==> src/rtl/iir_cascade_pkg.sv <==
// Shared definitions for the Wishbone biquad cascade.
// Holds register byte offsets, CTRL/STATUS bit positions, the sequencer
// state type and the accumulator sizing helper used by the top level and
// the MAC/saturation datapath.
package iir_cascade_pkg;

  // Taps per biquad: b0, b1, b2, a1, a2.
  localparam int TAPS = 5;

  // Guard bits on top of the full product width so five products never wrap.
  localparam int ACC_GUARD_BITS = 3;

  // Register byte offsets. Coefficients occupy 0x14*s + 4*k below these.
  localparam int REG_CTRL   = 'hC0;
  localparam int REG_STATUS = 'hC4;
  localparam int REG_X      = 'hC8;
  localparam int REG_Y      = 'hCC;

  // CTRL bit positions.
  localparam int CTRL_ENABLE = 0;
  localparam int CTRL_CLEAR  = 1;
  localparam int CTRL_IRQ_EN = 2;

  // STATUS bit positions.
  localparam int ST_BUSY    = 0;
  localparam int ST_Y_VALID = 1;
  localparam int ST_OVF     = 2;
  localparam int ST_DROP    = 3;
  localparam int ST_CFG_ERR = 4;

  typedef enum logic [1:0] {
    S_IDLE,
    S_MAC,
    S_WB,
    S_DONE
  } state_e;

  function automatic int acc_width(input int data_w, input int coef_w);
    return data_w + coef_w + ACC_GUARD_BITS;
  endfunction

endpackage

==> src/rtl/iir_mac_sat.sv <==
// Shared multiply-accumulate and output conditioning for all biquad sections.
// Ports:
//   clk, rst     clock and synchronous active-high reset
//   mac_en       accumulate one product this cycle
//   acc_load     start a new sum (discard previous accumulator contents)
//   subtract     subtract the product instead of adding it (feedback taps)
//   sample, coef signed operands
//   result       accumulator >>> FRAC_BITS, saturated to DATA_WIDTH
//   ovf          high while result is being clipped
module iir_mac_sat
  import iir_cascade_pkg::*;
#(
  parameter int DATA_WIDTH = 32,
  parameter int COEF_WIDTH = 16,
  parameter int FRAC_BITS  = 14,
  parameter int ACC_WIDTH  = DATA_WIDTH + COEF_WIDTH + ACC_GUARD_BITS
) (
  input  logic                         clk,
  input  logic                         rst,
  input  logic                         mac_en,
  input  logic                         acc_load,
  input  logic                         subtract,
  input  logic signed [DATA_WIDTH-1:0] sample,
  input  logic signed [COEF_WIDTH-1:0] coef,
  output logic signed [DATA_WIDTH-1:0] result,
  output logic                         ovf
);

  localparam int PROD_W = DATA_WIDTH + COEF_WIDTH;
  localparam int SHR_W  = ACC_WIDTH - FRAC_BITS;

  logic signed [PROD_W-1:0]    prod;
  logic signed [ACC_WIDTH-1:0] prod_ext;
  logic signed [ACC_WIDTH-1:0] acc_base;
  logic signed [ACC_WIDTH-1:0] acc_d, acc_q;
  logic        [SHR_W-1:0]     shifted;
  logic        [SHR_W-DATA_WIDTH:0] head;
  logic                        in_range;

  always_comb begin
    prod     = sample * coef;
    prod_ext = {{(ACC_WIDTH - PROD_W){prod[PROD_W-1]}}, prod};
    acc_base = acc_load ? '0 : acc_q;
    acc_d    = acc_q;
    if (mac_en) begin
      acc_d = subtract ? (acc_base - prod_ext) : (acc_base + prod_ext);
    end
  end

  // Dropping the low FRAC_BITS of a two's-complement value is a floor
  // (toward -inf). The value fits DATA_WIDTH only when every bit from the
  // output sign bit upward is a copy of the sign.
  always_comb begin
    shifted  = acc_q[ACC_WIDTH-1:FRAC_BITS];
    head     = shifted[SHR_W-1:DATA_WIDTH-1];
    in_range = (&head) | ~(|head);
    ovf      = ~in_range;
    if (in_range) begin
      result = shifted[DATA_WIDTH-1:0];
    end else if (shifted[SHR_W-1]) begin
      result = {1'b1, {(DATA_WIDTH-1){1'b0}}};
    end else begin
      result = {1'b0, {(DATA_WIDTH-1){1'b1}}};
    end
  end

  always_ff @(posedge clk) begin
    if (rst) begin
      acc_q <= '0;
    end else begin
      acc_q <= acc_d;
    end
  end

endmodule

==> src/rtl/iir_cascade_wb.sv <==
// Cascade of direct-form-I biquads behind a Wishbone classic slave port.
// One shared MAC walks 5 taps per section, then a write-back cycle saturates
// the section result and shifts that section's delay line.
// Ports:
//   wb_clk_i, wb_rst_i          clock, synchronous active-high reset
//   wb_adr_i/dat_i/we/stb/cyc   Wishbone request (byte address, [1:0] ignored)
//   wb_dat_o, wb_ack_o          registered read data and one-cycle ack
//   irq_o                       CTRL.irq_en AND STATUS.y_valid
module iir_cascade_wb
  import iir_cascade_pkg::*;
#(
  parameter int DATA_WIDTH   = 32,
  parameter int ADDR_WIDTH   = 8,
  parameter int NUM_SECTIONS = 2,
  parameter int COEF_WIDTH   = 16,
  parameter int FRAC_BITS    = 14
) (
  input  logic                  wb_clk_i,
  input  logic                  wb_rst_i,
  input  logic [ADDR_WIDTH-1:0] wb_adr_i,
  input  logic [DATA_WIDTH-1:0] wb_dat_i,
  output logic [DATA_WIDTH-1:0] wb_dat_o,
  input  logic                  wb_we_i,
  input  logic                  wb_stb_i,
  input  logic                  wb_cyc_i,
  output logic                  wb_ack_o,
  output logic                  irq_o
);

  localparam int ACC_W  = acc_width(DATA_WIDTH, COEF_WIDTH);
  localparam int NCOEF  = TAPS * NUM_SECTIONS;
  localparam int CIDX_W = $clog2(NCOEF);
  localparam int SEC_W  = (NUM_SECTIONS > 1) ? $clog2(NUM_SECTIONS) : 1;
  localparam int AW     = ADDR_WIDTH - 2;
  localparam logic signed [COEF_WIDTH-1:0] B0_ONE = COEF_WIDTH'(1 << FRAC_BITS);

  typedef logic signed [DATA_WIDTH-1:0] sample_t;

  state_e                        state_d, state_q;
  logic [2:0]                    tap_d, tap_q;
  logic [SEC_W-1:0]              sec_d, sec_q;
  sample_t                       cur_x_d, cur_x_q;
  sample_t                       pend_d, pend_q;
  logic                          pend_full_d, pend_full_q;
  sample_t                       y_d, y_q;
  logic signed [COEF_WIDTH-1:0]  coef_d [NCOEF];
  logic signed [COEF_WIDTH-1:0]  coef_q [NCOEF];
  sample_t                       x1_d [NUM_SECTIONS];
  sample_t                       x1_q [NUM_SECTIONS];
  sample_t                       x2_d [NUM_SECTIONS];
  sample_t                       x2_q [NUM_SECTIONS];
  sample_t                       y1_d [NUM_SECTIONS];
  sample_t                       y1_q [NUM_SECTIONS];
  sample_t                       y2_d [NUM_SECTIONS];
  sample_t                       y2_q [NUM_SECTIONS];
  logic                          enable_d, enable_q, irq_en_d, irq_en_q;
  logic                          y_valid_d, y_valid_q, ovf_d, ovf_q;
  logic                          drop_d, drop_q, cfg_err_d, cfg_err_q;
  logic                          ack_d, ack_q;
  logic [DATA_WIDTH-1:0]         dat_d, dat_q;

  logic                          access, wr, rd, busy, do_clear;
  logic [AW-1:0]                 adr_word;
  logic                          coef_hit, is_ctrl, is_status, is_x, is_y;
  logic [CIDX_W-1:0]             bus_cidx, mac_cidx;
  logic [4:0]                    status_bits;
  sample_t                       mac_sample, mac_result;
  logic                          mac_en, mac_load, mac_sub, mac_ovf;
  logic                          unused_adr;

  assign unused_adr = ^wb_adr_i[1:0];
  assign busy       = (state_q != S_IDLE);
  assign wb_ack_o   = ack_q;
  assign wb_dat_o   = dat_q;
  assign irq_o      = irq_en_q & y_valid_q;

  // An access is taken only while ack is low, so a held strobe is not
  // acknowledged twice in consecutive cycles.
  always_comb begin
    access    = wb_stb_i & wb_cyc_i & ~ack_q;
    wr        = access & wb_we_i;
    rd        = access & ~wb_we_i;
    adr_word  = wb_adr_i[ADDR_WIDTH-1:2];
    coef_hit  = 32'(adr_word) < NCOEF;
    bus_cidx  = CIDX_W'(adr_word);
    is_ctrl   = (adr_word == AW'(REG_CTRL >> 2));
    is_status = (adr_word == AW'(REG_STATUS >> 2));
    is_x      = (adr_word == AW'(REG_X >> 2));
    is_y      = (adr_word == AW'(REG_Y >> 2));
    status_bits             = '0;
    status_bits[ST_BUSY]    = busy;
    status_bits[ST_Y_VALID] = y_valid_q;
    status_bits[ST_OVF]     = ovf_q;
    status_bits[ST_DROP]    = drop_q;
    status_bits[ST_CFG_ERR] = cfg_err_q;
  end

  // Coefficient memory is laid out so the word address equals s*5+k.
  always_comb begin
    mac_cidx = CIDX_W'(32'(sec_q) * TAPS + 32'(tap_q));
    mac_en   = (state_q == S_MAC);
    mac_load = (tap_q == 3'd0);
    mac_sub  = (tap_q >= 3'd3);
    case (tap_q)
      3'd0:    mac_sample = cur_x_q;
      3'd1:    mac_sample = x1_q[sec_q];
      3'd2:    mac_sample = x2_q[sec_q];
      3'd3:    mac_sample = y1_q[sec_q];
      default: mac_sample = y2_q[sec_q];
    endcase
  end

  iir_mac_sat #(
    .DATA_WIDTH(DATA_WIDTH),
    .COEF_WIDTH(COEF_WIDTH),
    .FRAC_BITS (FRAC_BITS),
    .ACC_WIDTH (ACC_W)
  ) u_mac (
    .clk     (wb_clk_i),
    .rst     (wb_rst_i),
    .mac_en  (mac_en),
    .acc_load(mac_load),
    .subtract(mac_sub),
    .sample  (mac_sample),
    .coef    (coef_q[mac_cidx]),
    .result  (mac_result),
    .ovf     (mac_ovf)
  );

  // Bus side effects come first so that FSM events landing on the same edge
  // (y_valid set in DONE, ovf set in WB) win over a clear from the bus.
  always_comb begin
    state_d     = state_q;
    tap_d       = tap_q;
    sec_d       = sec_q;
    cur_x_d     = cur_x_q;
    pend_d      = pend_q;
    pend_full_d = pend_full_q;
    y_d         = y_q;
    coef_d      = coef_q;
    x1_d        = x1_q;
    x2_d        = x2_q;
    y1_d        = y1_q;
    y2_d        = y2_q;
    enable_d    = enable_q;
    irq_en_d    = irq_en_q;
    y_valid_d   = y_valid_q;
    ovf_d       = ovf_q;
    drop_d      = drop_q;
    cfg_err_d   = cfg_err_q;
    ack_d       = access;
    dat_d       = '0;
    do_clear    = 1'b0;

    if (rd) begin
      if (coef_hit) begin
        dat_d = {{(DATA_WIDTH-COEF_WIDTH){coef_q[bus_cidx][COEF_WIDTH-1]}}, coef_q[bus_cidx]};
      end else if (is_ctrl) begin
        dat_d = DATA_WIDTH'({irq_en_q, 1'b0, enable_q});
      end else if (is_status) begin
        dat_d = DATA_WIDTH'(status_bits);
      end else if (is_y) begin
        dat_d     = y_q;
        y_valid_d = 1'b0;
      end
    end

    if (wr) begin
      if (coef_hit) begin
        if (busy) cfg_err_d = 1'b1;
        else      coef_d[bus_cidx] = wb_dat_i[COEF_WIDTH-1:0];
      end else if (is_ctrl) begin
        enable_d = wb_dat_i[CTRL_ENABLE];
        irq_en_d = wb_dat_i[CTRL_IRQ_EN];
        do_clear = wb_dat_i[CTRL_CLEAR];
      end else if (is_status) begin
        if (wb_dat_i[ST_OVF])     ovf_d     = 1'b0;
        if (wb_dat_i[ST_DROP])    drop_d    = 1'b0;
        if (wb_dat_i[ST_CFG_ERR]) cfg_err_d = 1'b0;
      end
    end

    case (state_q)
      S_IDLE: begin
        if (pend_full_q) begin
          cur_x_d     = pend_q;
          pend_full_d = 1'b0;
          sec_d       = '0;
          tap_d       = '0;
          state_d     = S_MAC;
        end
      end
      S_MAC: begin
        if (tap_q == 3'd4) state_d = S_WB;
        else               tap_d   = tap_q + 3'd1;
      end
      S_WB: begin
        x2_d[sec_q] = x1_q[sec_q];
        x1_d[sec_q] = cur_x_q;
        y2_d[sec_q] = y1_q[sec_q];
        y1_d[sec_q] = mac_result;
        cur_x_d     = mac_result;
        if (mac_ovf) ovf_d = 1'b1;
        tap_d = '0;
        if (sec_q == SEC_W'(NUM_SECTIONS - 1)) begin
          state_d = S_DONE;
        end else begin
          sec_d   = sec_q + SEC_W'(1);
          state_d = S_MAC;
        end
      end
      default: begin
        y_d       = cur_x_q;
        y_valid_d = 1'b1;
        sec_d     = '0;
        tap_d     = '0;
        if (pend_full_q) begin
          cur_x_d     = pend_q;
          pend_full_d = 1'b0;
          state_d     = S_MAC;
        end else begin
          state_d = S_IDLE;
        end
      end
    endcase

    // Evaluated after the FSM so a slot freed on this edge can take the sample.
    if (wr && is_x && enable_q) begin
      if (pend_full_d) begin
        drop_d = 1'b1;
      end else begin
        pend_d      = wb_dat_i;
        pend_full_d = 1'b1;
      end
    end

    if (do_clear) begin
      state_d     = S_IDLE;
      tap_d       = '0;
      sec_d       = '0;
      pend_full_d = 1'b0;
      x1_d        = '{default: '0};
      x2_d        = '{default: '0};
      y1_d        = '{default: '0};
      y2_d        = '{default: '0};
    end
  end

  always_ff @(posedge wb_clk_i) begin
    if (wb_rst_i) begin
      state_q     <= S_IDLE;
      tap_q       <= '0;
      sec_q       <= '0;
      cur_x_q     <= '0;
      pend_q      <= '0;
      pend_full_q <= 1'b0;
      y_q         <= '0;
      for (int i = 0; i < NCOEF; i++) begin
        coef_q[i] <= ((i % TAPS) == 0) ? B0_ONE : '0;
      end
      x1_q        <= '{default: '0};
      x2_q        <= '{default: '0};
      y1_q        <= '{default: '0};
      y2_q        <= '{default: '0};
      enable_q    <= 1'b1;
      irq_en_q    <= 1'b0;
      y_valid_q   <= 1'b0;
      ovf_q       <= 1'b0;
      drop_q      <= 1'b0;
      cfg_err_q   <= 1'b0;
      ack_q       <= 1'b0;
      dat_q       <= '0;
    end else begin
      state_q     <= state_d;
      tap_q       <= tap_d;
      sec_q       <= sec_d;
      cur_x_q     <= cur_x_d;
      pend_q      <= pend_d;
      pend_full_q <= pend_full_d;
      y_q         <= y_d;
      coef_q      <= coef_d;
      x1_q        <= x1_d;
      x2_q        <= x2_d;
      y1_q        <= y1_d;
      y2_q        <= y2_d;
      enable_q    <= enable_d;
      irq_en_q    <= irq_en_d;
      y_valid_q   <= y_valid_d;
      ovf_q       <= ovf_d;
      drop_q      <= drop_d;
      cfg_err_q   <= cfg_err_d;
      ack_q       <= ack_d;
      dat_q       <= dat_d;
    end
  end

endmodule

==> config.mk <==
export PLATFORM = sky130hd
export DESIGN_NAME = iir_cascade_wb
export DESIGN_NICKNAME = d
export VERILOG_FILES = /design/src/rtl/iir_cascade_pkg.sv /design/src/rtl/iir_mac_sat.sv /design/src/rtl/iir_cascade_wb.sv
export SDC_FILE = /design/constraint.sdc
export NUM_CORES = 2
export LEC_CHECK = 0
export BUFFER_PORTS_ARGS = -buffer_cell sky130_fd_sc_hd__clkbuf_2
export CELL_PAD_IN_SITES_DETAIL_PLACEMENT = 1
export CELL_PAD_IN_SITES_GLOBAL_PLACEMENT = 1
export CORE_MARGIN = 4
export CORE_UTILIZATION = 45
export CTS_CLUSTER_SIZE = 8
export DETAILED_ROUTE_END_ITERATION = 8
export PLACE_DENSITY = 0.87
export SLEW_MARGIN = 20
export SYNTH_ARGS = -nofsm -noshare
export SYNTH_HDL_FRONTEND = slang
export SYNTH_SLANG_ARGS = --single-unit
==> constraint.sdc <==
create_clock -name wb_clk_i -period 12.7 [get_ports wb_clk_i]
set_clock_uncertainty 0.2 [all_clocks]
set_input_delay 1.905 -clock wb_clk_i [delete_from_list [all_inputs] [get_ports wb_clk_i]]
set_output_delay 1.905 -clock wb_clk_i [all_outputs]
set_load 0.02 [all_outputs]
# Yosys cells after proc, flatten, opt, wreduce, memory -nomap -nowiden
# Index checks and enable logic that the tools add are counted.
totals:
  ff_bits: 609
  input_bits: 45
  out_inout_bits: 34
  elab_cells: 189
classes:
  add_sub_neg: 5
  mul: 2
  magnitude_cmp: 7
  n_eq_ne: 20
  mux: 79
  bitwise_logic: 17
  n_reduce_logical: 25
op_table:
  columns: ["cell", "count"]
  rows:
  - ["$mux 32", 20]
  - ["$bwmux 64", 4]
  - ["$bwmux 160", 1]
  - ["$bmux 16 s4", 2]
  - ["$pmux 32 s4", 1]
  - ["$mux 51", 2]
  - ["$mux 16", 5]
  - ["$demux 16 s4", 1]
  - ["$pmux 32 s2", 1]
  - ["$add 51x48->51", 1]
  - ["$sub 51x48->51", 1]
  - ["$mul 32x16->48", 1]
  - ["$mux 1", 33]
  - ["$demux 32 s1", 1]
  - ["$eq 6x6->1 const B", 4]
  - ["$ne 2x2->1 const B", 7]
  - ["$ge 5x5->1 const B", 2]
  - ["$not 4->5", 2]
  - ["$reduce_and 2->1", 5]
  - ["$reduce_and 5->1", 2]
  - ["$not 1->1", 8]
  - ["$reduce_bool 2->1", 4]
  - ["$eq 3x2->1 const B", 2]
  - ["$lt 6x4->1 const B", 1]
  - ["other kinds (29)", 44]

# Logic depth before layout (Yosys ltp)
logic_depth:
  ltp_word: 9
  mapped_depth: 49
  mapped_depth_nobuf: 44

# By module
# A second synthesis with hierarchy kept.
unflattened:
  hier_cells: 5994
  area_unflattened_um2: 50373.3
modules_own_cells:
  columns: ["mod", "n_inst", "cells_each", "area_per_inst_um2", "seq_area_each_um2"]
  rows:
  - ["iir_cascade_wb", 1, 2975, 25429.4, 11170.7]
  - ["iir_mac_sat", 1, 3019, 24943.9, 1021.0]

# Worst setup path after synthesis
# No wires, ideal clock.
synth_timing:
  kind: "register to register"
  from: "register tap_q[0]"
  to: "register u_mac.acc_q[50]"
  setup_time_ps: 120
  t_arrival_ps: 11762
  required_ps: 12380
  slack_ps: 618
  stages_incl_launch_ff: 44
  n_path_buf: 8
  period_less_slack_ps: 12082
  path_cell_list: "dfxtp_1 > ha_1 > buf_2 > buf_2 > clkbuf_1 > buf_1 > mux2i_1 > o22a_1 > clkbuf_1 > clkbuf_1 > nor2_1 > fa_1 > inv_1 > fa_1 > fa_1 > inv_1 > fa_1 > fa_1 > (+8 left out) > nor4_2 > a211oi_1 > or3_1 > a221oi_2 > or3b_1 > nor4b_2 > a21oi_1 > xor2_1 > ha_1 > clkbuf_1 > a211o_1 > o311ai_0 > o211ai_1 > nand2_1 > nor3_1 > a41o_2 > or3b_1 > a211o_1"
synth_between:
  elab_chain_len: 8
  word_cells_on_any_way: 16
  cone_classes: "add/sub (3); mul (1); order compare (1); eq/ne (3); mux (6); bitwise (1); reduce/logical (1)"
synth_rtl:
  columns: ["element", "line", "text"]
  rows:
  - ["start: declaration", "iir_cascade_wb.sv:40", "logic [2:0] tap_d, tap_q;"]
  - ["start signal: assignment", "iir_cascade_wb.sv:275", "tap_q <= tap_d;"]
  - ["$add 4x3->4", "iir_cascade_wb.sv:100", "mac_cidx = CIDX_W'(32'(sec_q) * TAPS + 32'(tap_q));"]
  - ["$not 4->5 (not written as such)", "iir_cascade_wb.sv:125", ".coef (coef_q[mac_cidx]),"]
  - ["$bmux 16 s4", "iir_cascade_wb.sv:125", null]
  - ["$mux 16 (not written as such) (2 in series)", "iir_cascade_wb.sv:125", null]
  - ["$mul 32x16->48", "iir_mac_sat.sv:41", "prod = sample * coef;"]
  - ["$add 51x48->51 / $sub 51x48->51 (equally long branches)", "iir_mac_sat.sv:46", "acc_d = subtract ? (acc_base - prod_ext) : (acc_base + prod_ext);"]
  - ["$mux 51 *", "iir_mac_sat.sv:46", null]
  - ["end signal: assignment", "iir_mac_sat.sv:69", "acc_q <= '0;"]
  - ["end signal: assignment", "iir_mac_sat.sv:71", "acc_q <= acc_d;"]
  - ["end: declaration", "iir_mac_sat.sv:35", "logic signed [ACC_WIDTH-1:0] acc_d, acc_q;"]
# Mark *: on every way between the ends. The rest lies on a longest branch, timed or not. The select of a mux whose other input is x is not followed.
# A chain may end at the register's enable or synchronous reset.

# Worst setup path after layout
layout_timing:
  from: "register sec_q"
  to: "register u_mac.acc_q[50]"
layout_between:
  elab_chain_len: 9
  word_cells_on_any_way: 24
  cone_classes: "add/sub (3); mul (2); mux (17); bitwise (2)"
layout_rtl:
  columns: ["element", "line", "text"]
  rows:
  - ["start: declaration", "iir_cascade_wb.sv:41", "logic [SEC_W-1:0] sec_d, sec_q;"]
  - ["start signal: assignment", "iir_cascade_wb.sv:253", "sec_q <= '0;"]
  - ["start signal: assignment", "iir_cascade_wb.sv:276", "sec_q <= sec_d;"]
  - ["$mul 1x3->4", "iir_cascade_wb.sv:100", null]
  - ["$add 4x3->4", "iir_cascade_wb.sv:100", null]
  - ["$not 4->5 (not written as such)", "iir_cascade_wb.sv:125", null]
  - ["$bmux 16 s4", "iir_cascade_wb.sv:125", null]
  - ["$mux 16 (not written as such) (2 in series)", "iir_cascade_wb.sv:125", null]
  - ["$mul 32x16->48 *", "iir_mac_sat.sv:41", null]
  - ["$add 51x48->51 / $sub 51x48->51 (equally long branches)", "iir_mac_sat.sv:46", null]
  - ["$mux 51 *", "iir_mac_sat.sv:46", null]
# Marked as above.

==> metrics.txt <==
outcome finished, final reports clean; ys async rst share 0%; Worst Hold Class reg -> reg; xor and xnor area share after synthesis around 2%; pin count of the biggest net entering global routing about 190; design area approximately 55000 µm²; Final ANT Viol Nets 0; Slew HR 18.1%; Worst setup EP type flop; Num CTS Buffers a little under 90; RR Startpoint sec_q; CTS root buf clkbuf_16; post-synthesis cell area roughly 49000 µm²; CP Max Fanout 21; post-synth net total approximately 6700; commonest non-fill, non-tap cell in the layout nand2_1; Initial Util 45.3%; Layout Nets 6693; f_max a little over 80 MHz; Max clock buf depth 3; P&R area growth vs syn 10.8%; sequential share of the synthesized area 24.7%; fin crit period around 12 ns; Clock Latency Late Sink about 0.68 ns; Finish-stage setup viols 0; Leak 0.0215 µW; placer congestion estimate roughly 0.93; hold_sp x1_q[30]; PwrDens approximately 130 nW/µm²; Final Core Density between 50% and 60%; fin crit share a little over nine tenths; Setup CP Type reg -> reg; Hold Fails Final Rpt 0; Die W approximately 340 µm; Adder-Cell Fraction of Synth Area approximately 24%; Die H between 300 and 400 µm; Slowest-stage cell, CP dfxtp_4; commonest non-fill, non-tap cells in the layout nand2_1, a21oi_1, inv_1, dfxtp_1, nor2_1; total congestion overflow 0; beginning of the critical path sec_q; initial antenna violation count 14; vias per cell roughly 6.1; WP data required ~13 ns; DRC viols 0; Post-Route WL approximately 180000 µm; post-synthesis compound-gate area fraction about 16%; drt initial violations roughly 4000; drt pass-1 iters 5; vias in the first global route about 50000; DP HPWL ~130000 µm; layout cells sized above 1 around a tenth; number of flops mapped to enable cells by yosys 0; Slew Limit Fails 0; Warnings, synthesis 0; CP Launch Type flop; first-pass GRT wire length about 280000 µm; Simple-Gate Fraction of Synth Area 18.0%; via count of the routed design roughly 45000; Core Box Area 109000 µm²; hold buffers post-CTS 0; Synth Instances roughly 6000; die footprint 115000 µm²; post-synthesis mux area share under 10%; CTS tree built; Pwr Total around 7300 µW; CP peak stage delay between 0.5 and 0.6 ns; # port buffers 76; FF+latch count, synth between 600 and 700; Ports roughly 80; Syn Area/Cell ~8.2 µm²; CP arrival 12.65 ns; Reg clk slew, reported paths 0.05 ns; Max VDD drop between 300 and 400 µV; Worst-Margin Slew 1.23 ns; setup TNS after final layout 0 ns; post-synthesis cell type count between 100 and 150; Top FF cell, synth dfxtp_1; Max-cap violations 0; gr usage total between 30% and 40%; Routed WL per cell about 25 µm; CP most frequent cell fa_1; Std-Cell Rows roughly 120; largest family of logic cells by synthesized area adder cells; H-tree depth 3; Clock Sinks 609; placed inst area slightly above 50000 µm²
repair_timing:
| item | in CTS | in global routing |
|---|---|---|
| setup buffers | 0 | 16 |
| resized for setup | 0 | 69 |
| setup endpoints to repair | 0 | 16 |
sequential cells by signal, indices dropped and copies added (netlist names), 2 cells and up:
| name | count |
|---|---|
| cur_x_q | 32 |
| y1_q | 64 |
| pend_q | 32 |
| y_q | 32 |
| y2_q | 64 |
| coef_q | 160 |
| tap_q | 3 |
| wb_dat_o | 32 |
| state_q | 2 |
| u_mac.acc_q | 51 |
| x2_q | 64 |
| x1_q | 64 |
where the power goes:
part	switching, µW	total (µW)	internal (µW)
Combinational	2190	3200	1000
Sequential	59.5	2010	1950
Clock	900	2120	1220
synthesized netlist by cell type (12+ instances only):
cell          n  share of area (%)
a21oi_1     634                6.4
nor2_1      580                4.4
a211oi_1    107                1.6
nand2b_1     51               0.65
a31oi_1      16               0.20
or3_1        16               0.20
nand2_1    1090                8.3
mux4_2       64                2.9
nor2b_1     110                1.4
mux2i_1     197                4.0
fa_1        487                 20
a221oi_1     36               0.64
a21o_1       74                1.1
buf_1        31               0.24
and3_1       21               0.27
o22ai_1      29               0.37
xnor2_1      76                1.4
nand3_1      32               0.32
nor3_1       41               0.42
or2_2        17               0.22
a2111oi_0    22               0.39
xor2_1       36               0.64
o211ai_1     16               0.24
a22oi_1      47               0.72
dfxtp_1     609                 25
and2_1       31               0.39
clkbuf_1    344                2.6
o21a_1       21               0.32
inv_1       606                4.6
a22o_1       12               0.21
mux2_2       17               0.39
nand4_1      28               0.36
nand3b_1     13               0.20
o21ai_0      85               0.86
ha_1        177                4.5
metal layers:
| metal | part of all wire [%] | routed length [µm] | track usage [%] | vias up |
|---|---|---|---|---|
| met3 | 7.0 | 12700 | 5.02 | 562 |
| met4 | 5.7 | 10500 | 16.7 | 12 |
| li1 | - | - | - | 19700 |
| met2 | 49 | 89000 | 51.8 | 1850 |
| met1 | 38 | 69700 | 36.4 | 23100 |
| met5 | 0.057 | 103 | 0 | - |
final timing paths:
check	end	slack, ns	cells after the start
worst min-delay path	x2_q[30]	0.24	2
worst max-delay path	u_mac.acc_q[50]	0.39	42
worst max register to register	u_mac.acc_q[50]	0.39	42
worst min register to register	x2_q[30]	0.24	2
critical path, delay by kind of cell (launching register included):
family	cells	cell delay [ns]
XOR/XNOR	3	0.71
adder cells (fa/ha/maj)	10	4.18
AND/OR/NAND/NOR	8	1.52
buffers and inverters	7	1.17
AO/OA/AOI/OAI	14	3.79
flip-flops	1	0.57
per-stage QoR:
step                      hold slack (ns)  cells  setup WS (ns)
after floorplan                     0.236   5984          0.618
after CTS                           0.240   7392          0.188
after detailed placement            0.248   7290          0.263
after global routing                0.266   7414        -0.0591
after global placement              0.241   7290          0.438
final                               0.239   7416          0.387
kinds of logic after synthesis:
group,Yosys count
AOI/OAI and AO/OA,1241
xor gates and xnor gates,112
adders and majority gates,664
buffers and inverters,1001
DFF,609
muxes,278
and+or+nand+nor,2079
final cells by class:
cell class,instances,area (µm²)
Tap cell,1414,1770
Clock buffer,92,2200
Clock inverter,10,186
Multi-Input combinational cell,4376,33700
Antenna cell,5,12.5
Sequential cell,609,12200
Inverter,606,2270
Fill cell,12800,54300
Timing Repair Buffer,304,2280
(Power assumes the default switching activity.)
